<file path="src/rtl/bitty_pkg.sv">
// Shared types and constants for the Bitty control unit: FSM states, format codes,
// operand-mux select codes and instruction field positions.
package bitty_pkg;

    typedef enum logic [2:0] {
        S_IDLE   = 3'd0,
        S_LOAD_A = 3'd1,
        S_LOAD_B = 3'd2,
        S_WRITE  = 3'd3,
        S_ERR    = 3'd4
    } state_e;

    localparam int INSTR_W  = 16;
    localparam int NUM_REGS = 8;

    localparam logic [1:0] FMT_R = 2'b00;
    localparam logic [1:0] FMT_I = 2'b01;

    localparam logic [3:0] MUX_SEL_IMM = 4'd8;
    localparam logic [3:0] MUX_SEL_DEF = 4'd9;

    localparam int RX_LSB  = 13;
    localparam int RY_LSB  = 10;
    localparam int IMM_LSB = 5;
    localparam int ALU_LSB = 2;
    localparam int FMT_LSB = 0;

endpackage

</file>
<file path="src/rtl/bitty_instr_decode.sv">
// Combinational field extraction and immediate extension from the instruction register.
// BITTY_IMM_SIGNEXT_EN selects sign extension of imm8; default is zero extension.
module bitty_instr_decode
    import bitty_pkg::*;
#(
    parameter int DATA_W = 16,
    parameter int IMM_W  = 8
) (
    input  logic [INSTR_W-1:0] ir,
    output logic [2:0]         rx,
    output logic [2:0]         ry,
    output logic [2:0]         alu_sel,
    output logic [1:0]         fmt,
    output logic [DATA_W-1:0]  imm_ext
);

    logic [IMM_W-1:0] imm;

    assign rx      = ir[RX_LSB  +: 3];
    assign ry      = ir[RY_LSB  +: 3];
    assign alu_sel = ir[ALU_LSB +: 3];
    assign fmt     = ir[FMT_LSB +: 2];
    assign imm     = ir[IMM_LSB +: IMM_W];

`ifdef BITTY_IMM_SIGNEXT_EN
    assign imm_ext = {{(DATA_W-IMM_W){imm[IMM_W-1]}}, imm};
`else
    assign imm_ext = {{(DATA_W-IMM_W){1'b0}}, imm};
`endif

endmodule

</file>
<file path="src/rtl/bitty_control_unit.sv">
// Multi-cycle Bitty control FSM: one instruction per valid/ready handshake, outputs in
// the three cycles after it (ERR: one cycle). Ready only in IDLE. Macro: BITTY_IMM_SIGNEXT_EN.
module bitty_control_unit
    import bitty_pkg::*;
#(
    parameter int DATA_W = 16,
    parameter int SEL_W  = 4,
    parameter int IMM_W  = 8
) (
    input  logic                clk,
    input  logic                reset_n,
    input  logic [INSTR_W-1:0]  instr,
    input  logic                instr_valid,
    output logic                instr_ready,
    output logic [SEL_W-1:0]    mux_sel,
    output logic [DATA_W-1:0]   immediate,
    output logic [2:0]          alu_sel,
    output logic                en_s,
    output logic                en_c,
    output logic [NUM_REGS-1:0] en_reg,
    output logic                done,
    output logic                illegal
);

    state_e               state_q, state_d;
    logic [INSTR_W-1:0]   ir_q;
    logic                 ready_q, ready_d;
    logic [SEL_W-1:0]     mux_sel_q, mux_sel_d;
    logic [2:0]           alu_sel_q, alu_sel_d;
    logic                 en_s_q, en_s_d;
    logic                 en_c_q, en_c_d;
    logic [NUM_REGS-1:0]  en_reg_q, en_reg_d;
    logic                 done_q, done_d;
    logic                 illegal_q, illegal_d;
    logic                 handshake;

    logic [2:0]           dec_rx, dec_ry, dec_alu;
    logic [1:0]           dec_fmt;
    logic [DATA_W-1:0]    dec_imm;

    bitty_instr_decode #(
        .DATA_W (DATA_W),
        .IMM_W  (IMM_W)
    ) u_decode (
        .ir      (ir_q),
        .rx      (dec_rx),
        .ry      (dec_ry),
        .alu_sel (dec_alu),
        .fmt     (dec_fmt),
        .imm_ext (dec_imm)
    );

    assign handshake = instr_valid & ready_q;

    // Outputs are registered from the next state, so they line up with the state they belong to.
    // Entering LOAD_A the IR is not yet loaded, hence rx comes straight from the incoming word.
    always_comb begin
        state_d   = state_q;
        ready_d   = 1'b0;
        mux_sel_d = SEL_W'(MUX_SEL_DEF);
        alu_sel_d = 3'd0;
        en_s_d    = 1'b0;
        en_c_d    = 1'b0;
        en_reg_d  = '0;
        done_d    = 1'b0;
        illegal_d = 1'b0;
        case (state_q)
            S_IDLE: begin
                if (handshake) begin
                    if (instr[FMT_LSB+1]) begin
                        state_d   = S_ERR;
                        done_d    = 1'b1;
                        illegal_d = 1'b1;
                    end else begin
                        state_d   = S_LOAD_A;
                        mux_sel_d = SEL_W'(instr[RX_LSB +: 3]);
                        en_s_d    = 1'b1;
                    end
                end else begin
                    ready_d = 1'b1;
                end
            end
            S_LOAD_A: begin
                state_d   = S_LOAD_B;
                mux_sel_d = (dec_fmt == FMT_I) ? SEL_W'(MUX_SEL_IMM) : SEL_W'(dec_ry);
                alu_sel_d = dec_alu;
                en_c_d    = 1'b1;
            end
            S_LOAD_B: begin
                state_d  = S_WRITE;
                en_reg_d = NUM_REGS'(1) << dec_rx;
                done_d   = 1'b1;
            end
            default: begin
                state_d = S_IDLE;
                ready_d = 1'b1;
            end
        endcase
    end

    always_ff @(posedge clk or negedge reset_n) begin
        if (!reset_n) begin
            state_q   <= S_IDLE;
            ir_q      <= '0;
            ready_q   <= 1'b1;
            mux_sel_q <= SEL_W'(MUX_SEL_DEF);
            alu_sel_q <= 3'd0;
            en_s_q    <= 1'b0;
            en_c_q    <= 1'b0;
            en_reg_q  <= '0;
            done_q    <= 1'b0;
            illegal_q <= 1'b0;
        end else begin
            state_q   <= state_d;
            if (handshake) begin
                ir_q <= instr;
            end
            ready_q   <= ready_d;
            mux_sel_q <= mux_sel_d;
            alu_sel_q <= alu_sel_d;
            en_s_q    <= en_s_d;
            en_c_q    <= en_c_d;
            en_reg_q  <= en_reg_d;
            done_q    <= done_d;
            illegal_q <= illegal_d;
        end
    end

    assign instr_ready = ready_q;
    assign mux_sel     = mux_sel_q;
    assign immediate   = dec_imm;
    assign alu_sel     = alu_sel_q;
    assign en_s        = en_s_q;
    assign en_c        = en_c_q;
    assign en_reg      = en_reg_q;
    assign done        = done_q;
    assign illegal     = illegal_q;

endmodule

</file>
<file path="config.mk">
export PLATFORM = sky130hd
export DESIGN_NAME = bitty_control_unit
export DESIGN_NICKNAME = d
export VERILOG_FILES = /design/src/rtl/bitty_pkg.sv /design/src/rtl/bitty_instr_decode.sv /design/src/rtl/bitty_control_unit.sv
export SDC_FILE = /design/constraint.sdc
export NUM_CORES = 1
export LEC_CHECK = 0
export CAP_MARGIN = 10
export CORE_UTILIZATION = 45
export CTS_BUF_LIST = sky130_fd_sc_hd__clkbuf_4
export CTS_CLUSTER_DIAMETER = 40
export DETAILED_ROUTE_END_ITERATION = 8
export PLACE_DENSITY = 0.84
export REMOVE_ABC_BUFFERS = 1
export SYNTH_ARGS = -nofsm -noshare
export SYNTH_HDL_FRONTEND = slang
export SYNTH_SLANG_ARGS = --single-unit
</file>
<file path="constraint.sdc">
create_clock -name clk -period 3.5 [get_ports clk]
set_clock_uncertainty 0.15 [all_clocks]
set_input_delay 0.875 -clock clk [delete_from_list [all_inputs] [get_ports clk]]
set_output_delay 0.875 -clock clk [all_outputs]
set_load 0.01 [all_outputs]
</file>
==> metrics.yaml <==
cpPeakStageDelay_ps: 590
finalHoldViolCount: 0
rows: 20
start_util_pct: 48.6
dp_hpwl_mm: 1.93
ys_warn_count: 0
status: "finished, final reports clean"
die_area_sq_um: 3610
wl_per_cell_um: 13.2
io_pins: 55
synthSimpleGateAreaFrac_pct: 13.3
cap_violations: 0
syn_avg_cell_area_sq_um: 14.2
cts_tree: "done"
clk_pin_slew_ps: 110
wl_mm: 2.65
route.antenna.remaining_nets: 0
synth-seq-cells: 39
grt_use_met3_pct: 5.84
clk_latency_ps: 340
cp_cell_sequence: "clkdlybuf4s50_1"
synth_mux_area_share_pct: 11.1
arrival_ps: 1480
die_y_um: 60.1
grtUsageMet1_pct: 22.0
area_growth_pct: 34.4
largest_register_ffs: 16
cts-hold-fix-buffers: 0
min_period_ps: 2500
htree_levels: 2
drc: 0
clockBufferDepth: 2
p_leak_nw: 0.898
cp_max_fo: 4
maxSlewHeadroom_pct: 45.7
vias: 942
setup_slack_ps: 998
antenna_cells: 0
dp_slack_ps: 1130
grt_usage_pct: 17.5
cp_top_family: "flip-flops"
cts_setup_buffers: 0
ir_worst_vdd_uv: 397
dieWidth_um: 60.1
final_cell_mix: "45 x clkdlybuf4s50_1, 36 x dfrtp_1, 15 x mux2_2"
rsz0062_at_grt: "no"
worstSetupPathType: "flop to primary output"
tightestPinTransition_ps: 814
cts_root_buf: "clkbuf_4"
power_per_cell_area_nw_per_um2: 814
first_iter_violations: 16
synth_xor_area_share_pct: 0.576
synth_compound_area_share_pct: 4.20
synthAdderAreaFrac_pct: 0
antenna_found_initial: 0
ys_types: 28
core_sq_um: 3130
setup_viol: 0
place.gp.congestion: 0.768
n_fill_cell: 249
synthCells: 107
use_met2_pct: 27.0
busiest_layer: "met2"
nNetsFinal: 175
cts_made_buffers: 5
gr-total-overflow: 0
critPathSlowestCell: "dfstp_2"
fmax_mhz: 400
grt_pass1_vias: 936
vias_per_cell: 4.69
critical_path_buf_inv_count: 1
grt_max_degree: 40
place.port_buffers: 46
period_share_pct: 71.5
grt_pass1_wl_mm: 4.44
seq_area_frac_synth_pct: 64.4
crit_required_ps: 2470
final_max_slew_viol_count: 0
firstDrtPassIters: 4
tns_ps: 0
synth_area_sq_um: 1520
setup.worst_path.end_class: "primary output"
drive_above_1_share_pct: 20.4
synth_top_family_by_area: "simple AND/OR/NAND/NOR gates"
start_kind: "flop"
hp-class: "flop to flop"
post_cts_resized: 0
clock-sinks: 39
final_common_cell: "clkdlybuf4s50_1"
worst paths after layout:
path,startpoint,to,slack [ps],cells after the start
min in group asynchronous,reset_n,en_s,460,1
min,ir_q[1],ir_q[1],330,2
min reg2reg,ir_q[1],ir_q[1],330,2
max reg2reg,instr_ready,mux_sel[1],2020,3
max,instr_ready,instr_ready,1000,1
max in group asynchronous,reset_n,state_q[0],2230,1
power breakdown:
part / internal (mW) / switching [mW] / total, mW
sequential: 0.632 / 0.132 / 0.763
combinational: 0.375 / 0.234 / 0.609
clock: 0.147 / 0.143 / 0.290
stage by stage:
step                total power, mW  utilization, %  hold WS, ps  area [sq um]  cells
finish                         1.66            65.3          335          2040    201
floorplan                      1.07               -          288          1460    103
global route                   1.77            65.3          354          2040    201
CTS                            1.68            65.3          333          2040    201
global placement               1.36            62.9          307          1970    193
detailed placement             1.39            62.9          306          1970    193
cell type report:
type / count / area (sq um) / area share (%)
inverter: 1 / 3.75 / 0.184
clock buffer: 5 / 37.5 / 1.84
timing repair buffer: 46 / 455 / 22.3
tap: 44 / 55.1 / 2.69
multi-input combinational: 63 / 473 / 23.1
sequential: 39 / 980 / 47.9
clock inverter: 3 / 38.8 / 1.90
routing by layer:
layer	vias to the layer above	wire (um)	part of all wire [%]
met5	-	0	0
met4	0	49	1.8
met3	6	149	5.6
met2	42	1310	49
met1	448	1140	43
li1	446	-	-
kinds of logic after synthesis:
| kind of cell | after synthesis |
|---|---|
| flip-flops | 39 |
| AND/OR/NAND/NOR | 31 |
| multiplexers | 15 |
| buffers and inverters | 12 |
| AO/OA/AOI/OAI | 8 |
| XOR/XNOR | 1 |
| other | 1 |
cell usage after synthesis:
cell type   n  area (sq um)
dfrtp_1    36           901
mux2_2     15           169
buf_4       9          67.6
nor2_1      9          33.8
and2_1      3          18.8
dfstp_2     3          78.8
nand2_1     3          11.3
nand2b_1    3          18.8
nor3_1      3          15.0
a22o_1      2          17.5
buf_6       2          22.5
nand3_1     2          10.0
nor4_1      2          12.5
a211o_2     1          10.0
a211oi_1    1          7.51
a21boi_0    1          7.51
a311oi_1    1          8.76
and2_4      1          8.76
conb_1      1          3.75
inv_1       1          3.75
nand2_4     1          11.3
nand3b_1    1          7.51
nor2_4      1          11.3
nor3b_4     1          18.8
nor4b_4     1          23.8
o21a_1      1          7.51
o21ai_0     1          5.00
xnor2_1     1          8.76
Note: power is estimated with default switching activity, not from simulation.
